<file path="src/rtl/psum_tile_issuer.sv">
// MAC-side partial-sum tile issuer: accumulates K beats per tile into a
// two-entry ping-pong buffer and presents completed tiles to the ppu.
module psum_tile_issuer #(
    parameter int LANES  = 16,
    parameter int PSUM_W = 24,
    parameter int CNT_W  = 16
) (
    input  logic                      clk,
    input  logic                      rst,
    input  logic                      mac_valid,
    output logic                      mac_ready,
    input  logic [LANES*PSUM_W-1:0]   mac_psum,
    input  logic                      mac_last,
    input  logic [7:0]                tile_scale,
    input  logic [7:0]                tile_bias,
    output logic                      ppu_valid,
    output logic [LANES*PSUM_W-1:0]   ppu_partial_sum,
    output logic [7:0]                ppu_scale,
    output logic [7:0]                ppu_bias,
    input  logic                      ppu_done,
    output logic                      overflow,
    output logic [CNT_W-1:0]          tile_count
);

    typedef enum logic {IDLE, ISSUE} state_t;

    state_t state;

    logic [PSUM_W-1:0] acc [2][LANES];
    logic [7:0]        ent_scale [2];
    logic [7:0]        ent_bias [2];
    logic [1:0]        full;
    logic              wr_ptr;
    logic              rd_ptr;
    logic              mid_tile;
    logic              beat;

    logic [PSUM_W-1:0] base [LANES];
    logic [PSUM_W:0]   wide [LANES];
    logic [PSUM_W-1:0] nxt_sum [LANES];
    logic [LANES-1:0]  sat;
    logic [LANES*PSUM_W-1:0] rd_sum;

    assign mac_ready = !full[wr_ptr];
    assign beat      = mac_valid && mac_ready;

    // First beat of a tile loads, later beats add with saturation.
    always_comb begin
        sat = '0;
        for (int i = 0; i < LANES; i++) begin
            base[i]    = mid_tile ? acc[wr_ptr][i] : '0;
            wide[i]    = {1'b0, base[i]}
                       + {1'b0, mac_psum[i*PSUM_W +: PSUM_W]};
            sat[i]     = wide[i][PSUM_W];
            nxt_sum[i] = sat[i] ? '1 : wide[i][PSUM_W-1:0];
        end
    end

    always_comb begin
        rd_sum = '0;
        for (int i = 0; i < LANES; i++) begin
            rd_sum[i*PSUM_W +: PSUM_W] = acc[rd_ptr][i];
        end
    end

    // Buffer storage needs no reset: full/mid_tile gate every use.
    always_ff @(posedge clk) begin
        if (beat) begin
            for (int i = 0; i < LANES; i++) begin
                acc[wr_ptr][i] <= nxt_sum[i];
            end
            if (mac_last) begin
                ent_scale[wr_ptr] <= tile_scale;
                ent_bias[wr_ptr]  <= tile_bias;
            end
        end
    end

    always_ff @(posedge clk) begin
        if (rst) begin
            state           <= IDLE;
            full            <= '0;
            wr_ptr          <= 1'b0;
            rd_ptr          <= 1'b0;
            mid_tile        <= 1'b0;
            overflow        <= 1'b0;
            tile_count      <= '0;
            ppu_valid       <= 1'b0;
            ppu_partial_sum <= '0;
            ppu_scale       <= '0;
            ppu_bias        <= '0;
        end else begin
            if (beat) begin
                mid_tile <= !mac_last;
                if (|sat) begin
                    overflow <= 1'b1;
                end
                if (mac_last) begin
                    full[wr_ptr] <= 1'b1;
                    wr_ptr       <= !wr_ptr;
                end
            end
            case (state)
                IDLE: begin
                    if (full[rd_ptr]) begin
                        state           <= ISSUE;
                        ppu_valid       <= 1'b1;
                        ppu_partial_sum <= rd_sum;
                        ppu_scale       <= ent_scale[rd_ptr];
                        ppu_bias        <= ent_bias[rd_ptr];
                    end
                end
                ISSUE: begin
                    // Retire never hits the entry being written this edge.
                    if (ppu_done) begin
                        state           <= IDLE;
                        ppu_valid       <= 1'b0;
                        ppu_partial_sum <= '0;
                        ppu_scale       <= '0;
                        ppu_bias        <= '0;
                        full[rd_ptr]    <= 1'b0;
                        rd_ptr          <= !rd_ptr;
                        tile_count      <= tile_count + CNT_W'(1);
                    end
                end
                default: state <= IDLE;
            endcase
        end
    end

endmodule
</file>
<file path="config.mk">
export PLATFORM = sky130hd
export DESIGN_NAME = psum_tile_issuer
export DESIGN_NICKNAME = d
export VERILOG_FILES = /design/src/rtl/psum_tile_issuer.sv
export SDC_FILE = /design/constraint.sdc
export NUM_CORES = 2
export LEC_CHECK = 0
export BUFFER_PORTS_ARGS = -buffer_cell sky130_fd_sc_hd__buf_2
export CELL_PAD_IN_SITES_DETAIL_PLACEMENT = 1
export CELL_PAD_IN_SITES_GLOBAL_PLACEMENT = 1
export CORE_MARGIN = 1.5
export CORE_UTILIZATION = 50
export CTS_CLUSTER_DIAMETER = 80
export DETAILED_ROUTE_END_ITERATION = 10
export GPL_TIMING_DRIVEN = 0
export PLACE_DENSITY = 0.9
export SLEW_MARGIN = 20
export SYNTH_ARGS = -nofsm -noshare
export SYNTH_HDL_FRONTEND = slang
export SYNTH_SLANG_ARGS = --single-unit
export TNS_END_PERCENT = 5
</file>
<file path="constraint.sdc">
create_clock -name clk -period 108.9 [get_ports clk]
set_clock_uncertainty 0.15 [all_clocks]
set_input_delay 16.335 -clock clk [delete_from_list [all_inputs] [get_ports clk]]
set_output_delay 16.335 -clock clk [all_outputs]
set_load 0.05 [all_outputs]
</file>
## After elaboration in Yosys (flattened, before gate mapping)

Memory sizes are Yosys's and may differ from the RTL's. A register that Yosys moved wholly into a read port is not among the register bits.
Index checks and enable logic that the tools add are counted.

| word-level totals | value |
|---|---|
| memories kept | 3 |
| bits of input ports | 405 |
| register bits | 424 |
| bits in writable memories | 800 |
| logic and storage cells | 125 |

Memories:

| memory | depth | width | rd ports | clocked after Yosys merged registers in | wr ports | line | text |
|---|---|---|---|---|---|---|---|
| acc | 2 | 384 | 2 | 2 | 1 | 29 | `logic [PSUM_W-1:0] acc [2][LANES];` |
| ent_bias | 2 | 8 | 1 | 1 | 1 | 31 | `logic [7:0] ent_bias [2];` |
| ent_scale | 2 | 8 | 1 | 1 | 1 | 30 | `logic [7:0] ent_scale [2];` |

| cells by class | value |
|---|---|
| $lt $le $gt $ge | 4 |
| reductions and logical operators | 12 |
| add/subtract/negate cells | 17 |
| mux-type cells | 72 |
| equal/unequal tests | 2 |
| bitwise operators | 4 |

Operators by type and width:

| kind | number |
|---|---|
| $mux 24 | 32 |
| $mux 384 | 2 |
| $pmux 384 s2 | 1 |
| $add 24x24->25 | 16 |
| $pmux 8 s2 | 2 |
| $mux 8 | 3 |
| $mux 1 | 23 |
| $add 16x1->16 const B | 1 |
| $reduce_or 16->1 | 1 |
| $mux 2 | 5 |
| $reduce_and 2->1 | 4 |
| $logic_not 1->1 | 4 |
| $lt 1x2->1 const B | 2 |
| $ne 2x2->1 const B | 2 |
| $pmux 1 s2 | 2 |
| $logic_and 1x1->1 | 3 |
| $and 2x2->2 | 1 |
| $demux 1 s1 | 2 |
| $ge 1x1->1 const B | 2 |
| $not 2->2 | 1 |
| $or 2x2->2 | 1 |
| $not 1->1 | 1 |

## Longest topological paths before layout

| logic depth | value |
|---|---|
| depth after elaboration | 11 |
| gate-level depth with buffers | 18 |
| mapped depth without buffers | 14 |

## Worst setup path after synthesis

No wires, ideal clock.

| path | value |
|---|---|
| path type | input -> register |
| from | in mac_valid |
| to | reg full[0] |
| path slack | 63050 ps |
| arrival | 45536 ps |
| required time | 108586 ps |
| buffers on the path | 0 |
| stages | 3 |
| library setup time | 164 ps |
| cell sequence | nor3b_1 a21oi_1 nor3_1 |

| between the ends | value |
|---|---|
| word-level cells in the longest chain between the ends | 6 |

Ends and longest elaborated chain:

| what | line | text |
|---|---|---|
| start, declared | 10 | `input logic mac_valid,` |
| $logic_and 1x1->1 (*) | 45 | `assign beat = mac_valid && mac_ready;` |
| $mux 2 (*) | 93 | `if (beat) begin` |
| $mux 2 (*) | 80 | `if (rst) begin` |
| $and 2x2->2 (no source line) | -- |  |
| $mux 2 | 115 | `if (ppu_done) begin` |
| $mux 2 (*) | 103 | `case (state)` |
| end signal, assigned | 82 | `full <= '0;` |
| end signal, assigned by index | 99 | `full[wr_ptr] <= 1'b1;` |
| end signal, assigned by index | 121 | `full[rd_ptr] <= 1'b0;` |
| end, declared | 32 | `logic [1:0] full;` |

Every way passes the cells marked *; elsewhere a longest branch is shown, timed or not. The select of a mux whose other input is x is not followed.
A chain may end at the register's enable or synchronous reset.

==> impl_results.rst <==
.. list-table::
   :header-rows: 1

   * - Metric
     - Value
   * - Total Wirelength
     - between 200000 and 300000 um
   * - Die Span Y
     - roughly 370 um
   * - Number of cells on the worst reg-to-reg path
     - 18
   * - Wire length of the first global-routing pass
     - approximately 400000 um
   * - Max-cap viol count
     - 0
   * - Area added between synthesis and finish
     - 17.5%
   * - Total number of yosys warnings
     - 0
   * - Power density cells
     - roughly 18 mW/mm^2
   * - DR vias/cell
     - a little over 6
   * - Final WS setup
     - approximately 89 ns
   * - Hold/Removal Path Class
     - reg -> reg
   * - Sequential area share after synthesis
     - approximately 47%
   * - Footprint of the multi-input gates
     - around 0.034 mm^2
   * - Core Rows
     - roughly 140
   * - Starting density of the core
     - between 50% and 60%
   * - CP endpoint kind
     - flip-flop
   * - Post-cts hold buffer count
     - 0
   * - Global placer's final weighted congestion
     - 0.950
   * - Number of antenna violations at the first check in global routing
     - 119
   * - Final worst-path cycle share
     - 18.6%
   * - Area of the core
     - between 0.1 and 0.15 mm^2
   * - Clock tree from TritonCTS
     - built
   * - Clock latency reported for the late side of the worst-skew pair
     - 0.82 ns
   * - Post-synthesis net count
     - 7521
   * - Arrival time reported for the critical path endpoint
     - ~21 ns
   * - Leak pwr
     - between 30 and 40 nW
   * - Actual transition at the worst max-transition pin
     - roughly 1.2 ns
   * - WHS
     - 0.311 ns
   * - Post-synthesis instance total
     - approximately 6700
   * - Start-to-end type of the worst setup path
     - in -> reg
   * - Cell area after synthesis
     - 0.0687 mm^2
   * - Flops & latches, synth
     - about 1200
   * - Max-slew violation total from the final report
     - 0
   * - Setup TNS
     - 0 ns
   * - Most common cell after layout, fill and taps aside
     - sky130_fd_sc_hd__nor2_1
   * - Clock Sinks
     - between 1000 and 1500
   * - Die ar.
     - 0.140 mm^2
   * - Storage cell area
     - between 0.03 and 0.04 mm^2
   * - Number of global-route vias before repair
     - about 64000
   * - Iter 0 DRT Violations
     - 5267
   * - Number of nets at the end of the flow
     - 8589
   * - Highest-count cells in the layout ignoring fill and taps
     - sky130_fd_sc_hd__nor2_1 (1018), sky130_fd_sc_hd__buf_2 (834), sky130_fd_sc_hd__edfxtp_1 (800), sky130_fd_sc_hd__mux2i_1 (789), sky130_fd_sc_hd__nand2_1 (440)
   * - Number of nets with antenna violations after detailed routing
     - 0
   * - Filler cell count in the final layout
     - 15100
   * - Distinct cell type count of the synthesized netlist
     - 85
   * - Setup crit start kind
     - input port
   * - Final setup violating endpoints
     - 0
   * - Normalized max-slew margin
     - between 15 and 20%
   * - Fraction of final layout cells sized beyond drive strength 1
     - between 15 and 20%
   * - Cells resized by post-CTS repair
     - 0
   * - Total power after layout
     - ~1.4 mW
   * - Reg2reg end
     - acc[0][11]
   * - Worst Setup Slack post-DPL
     - 87.88 ns
   * - Number of ports placed on the die boundary
     - ~820
   * - Largest net degree at the start of global routing
     - 17
   * - Min-Delay Startpoint
     - ppu_valid
   * - Total DRC errors in the routed layout
     - 0
   * - CTS H-Tree Depth
     - 4
   * - Status
     - completed
   * - Number of buffers added for setup after CTS
     - 0
   * - Number of enable-type register cells in the synthesized netlist
     - 800
   * - Global routing usage summed across all routing layers
     - about two fifths
   * - Number of port buffers
     - just over 800
   * - HPWL after DPL
     - between 150000 and 200000 um
   * - Largest fanout on the critical path
     - 10
   * - First-pass iteration count of the detailed router
     - 8
   * - Worst reg2reg setup slack
     - around 100 ns
   * - Number of clock buffers inserted by TritonCTS
     - between 100 and 150
   * - Hold violation count in the final report
     - 0
   * - Routed len/inst
     - about 28 um
   * - VDD IR max
     - about 0.000014 V
   * - Buffer type at the clock tree root
     - sky130_fd_sc_hd__clkbuf_16
   * - Final Core Density
     - roughly three fifths
   * - Top achievable clock speed
     - 49.4 MHz
   * - Endpoint with the worst hold slack
     - ppu_valid
   * - Aggregate global routing overflow
     - 0
   * - Clock input transition at the sequential cells of the worst setup and hold paths
     - roughly 0.060 ns
   * - DIE WIDTH
     - ~370 um
   * - Main flop type after synthesis
     - sky130_fd_sc_hd__edfxtp_1
   * - Clock period minus final worst setup slack
     - 20.25 ns
   * - RSZ-0062 raised after global routing
     - no
   * - Post-synthesis async set-or-reset flop share
     - 0%
   * - Worst EP required
     - 109.26 ns
   * - Max clock buf depth
     - 3
   * - Mean Syn Cell Area
     - 10.2 um^2
   * - Hold depth
     - 2
   * - Count of vias placed by the detailed router
     - between 60000 and 70000
[cell families after synthesis]
family	after synthesis	synth area share [%]
buf+inv	436	2.43
fa+ha+maj	403	7.52
flops	1226	47.4
xor+xnor	300	3.83
simple gates	2249	15.0
compound gates	1309	12.3
mux	790	11.5
[layer usage]
layer	vias up	routed length, um	track usage [%]
li1	26600	-	-
met1	30000	99300	42.7
met2	2818	128000	62.4
met3	1031	24400	10.7
met4	90	22200	27.0
met5	-	597	0
[where the power goes]
group,total (mW),leakage [nW],switching (mW),internal (mW)
combinational,0.348,19.6,0.233,0.115
sequential,0.579,10.9,0.0233,0.556
clock,0.486,2.22,0.211,0.275
[final cells by class]
class	instances	area share, %
Buffer	353	1.71
Inverter	83	0.386
Multi-Input combinational cell	5051	42.7
Clock buffer	208	4.94
Antenna cell	79	0.245
Tap cell	1781	2.76
Timing Repair Buffer	925	6.19
Sequential cell	1226	40.3
Clock inverter	56	0.724
[sequential cells by signal, summed over array words and instances, names as in the netlist, 2 cells and up, named ones only]
signal and flops:
acc 768, ent_bias 16, ent_scale 16, full 2, ppu_bias 8, ppu_partial_sum 384
ppu_scale 8, tile_count 16
[metrics by stage]
step | area (um^2) | cells
after detailed placement | 75900 | 9419
final | 80700 | 9762
after global placement | 75000 | 9316
after global routing | 80600 | 9745
after CTS | 80500 | 9683
after floorplan | 68700 | 6713
[worst max-delay path, stage by stage]
cell                        delay (ns)
sky130_fd_sc_hd__buf_2            0.10
sky130_fd_sc_hd__ha_1             0.24
sky130_fd_sc_hd__fa_1             0.47
sky130_fd_sc_hd__a211oi_1         0.35
sky130_fd_sc_hd__o21ai_1          0.19
sky130_fd_sc_hd__a2111oi_0        0.58
sky130_fd_sc_hd__o22ai_1          0.27
sky130_fd_sc_hd__nand4_1          0.15
sky130_fd_sc_hd__nand4b_1         0.17
sky130_fd_sc_hd__a21oi_1          0.34
sky130_fd_sc_hd__o21ai_0          0.16
sky130_fd_sc_hd__a21oi_2          0.68
sky130_fd_sc_hd__buf_2            0.39
sky130_fd_sc_hd__nand2_1          0.16
[cell usage after synthesis (all sizes together), types with 9 or more instances]
library cell  instances  share of area, %
nand3                59              0.43
o31ai                14              0.16
nand2               440               2.4
ha                  387               7.1
a21oi               270               2.0
xor2                152               1.9
nand2b               79              0.72
mux2i               789                12
fa                   16              0.47
o211ai               19              0.22
nor2               1020               5.6
or2                  10             0.091
xnor2               148               1.9
nor2b               405               3.7
a21o                115               1.3
o21ai               197               1.4
o21a                 59              0.65
o21bai               50              0.55
a211oi               38              0.44
a21boi               11              0.12
a41oi                11              0.16
clkbuf              301               1.6
or3                  30              0.27
a211o                 9              0.11
edfxtp              800                35
dfxtp               426                12
o41ai                15              0.25
nor3                 83              0.61
buf                  52              0.33
nand4                28              0.26
a31oi               422               3.9
and2                 24              0.22
and3                 39              0.36
inv                  83              0.45
[worst max-delay path by stage]
stage / startpoint / to / slack, ns / depth (start not counted)
floorplan: mac_valid / full[0] / 63.05 / 3
global placement: mac_valid / full[0] / 42.80 / 4
detailed placement: mac_psum[360] / acc[0][11] / 87.88 / 14
CTS: mac_psum[360] / acc[0][11] / 88.69 / 14
global route: mac_psum[360] / acc[0][11] / 88.53 / 14
finish: mac_psum[360] / acc[0][11] / 88.65 / 14
Power figures use the tool's default switching activity.
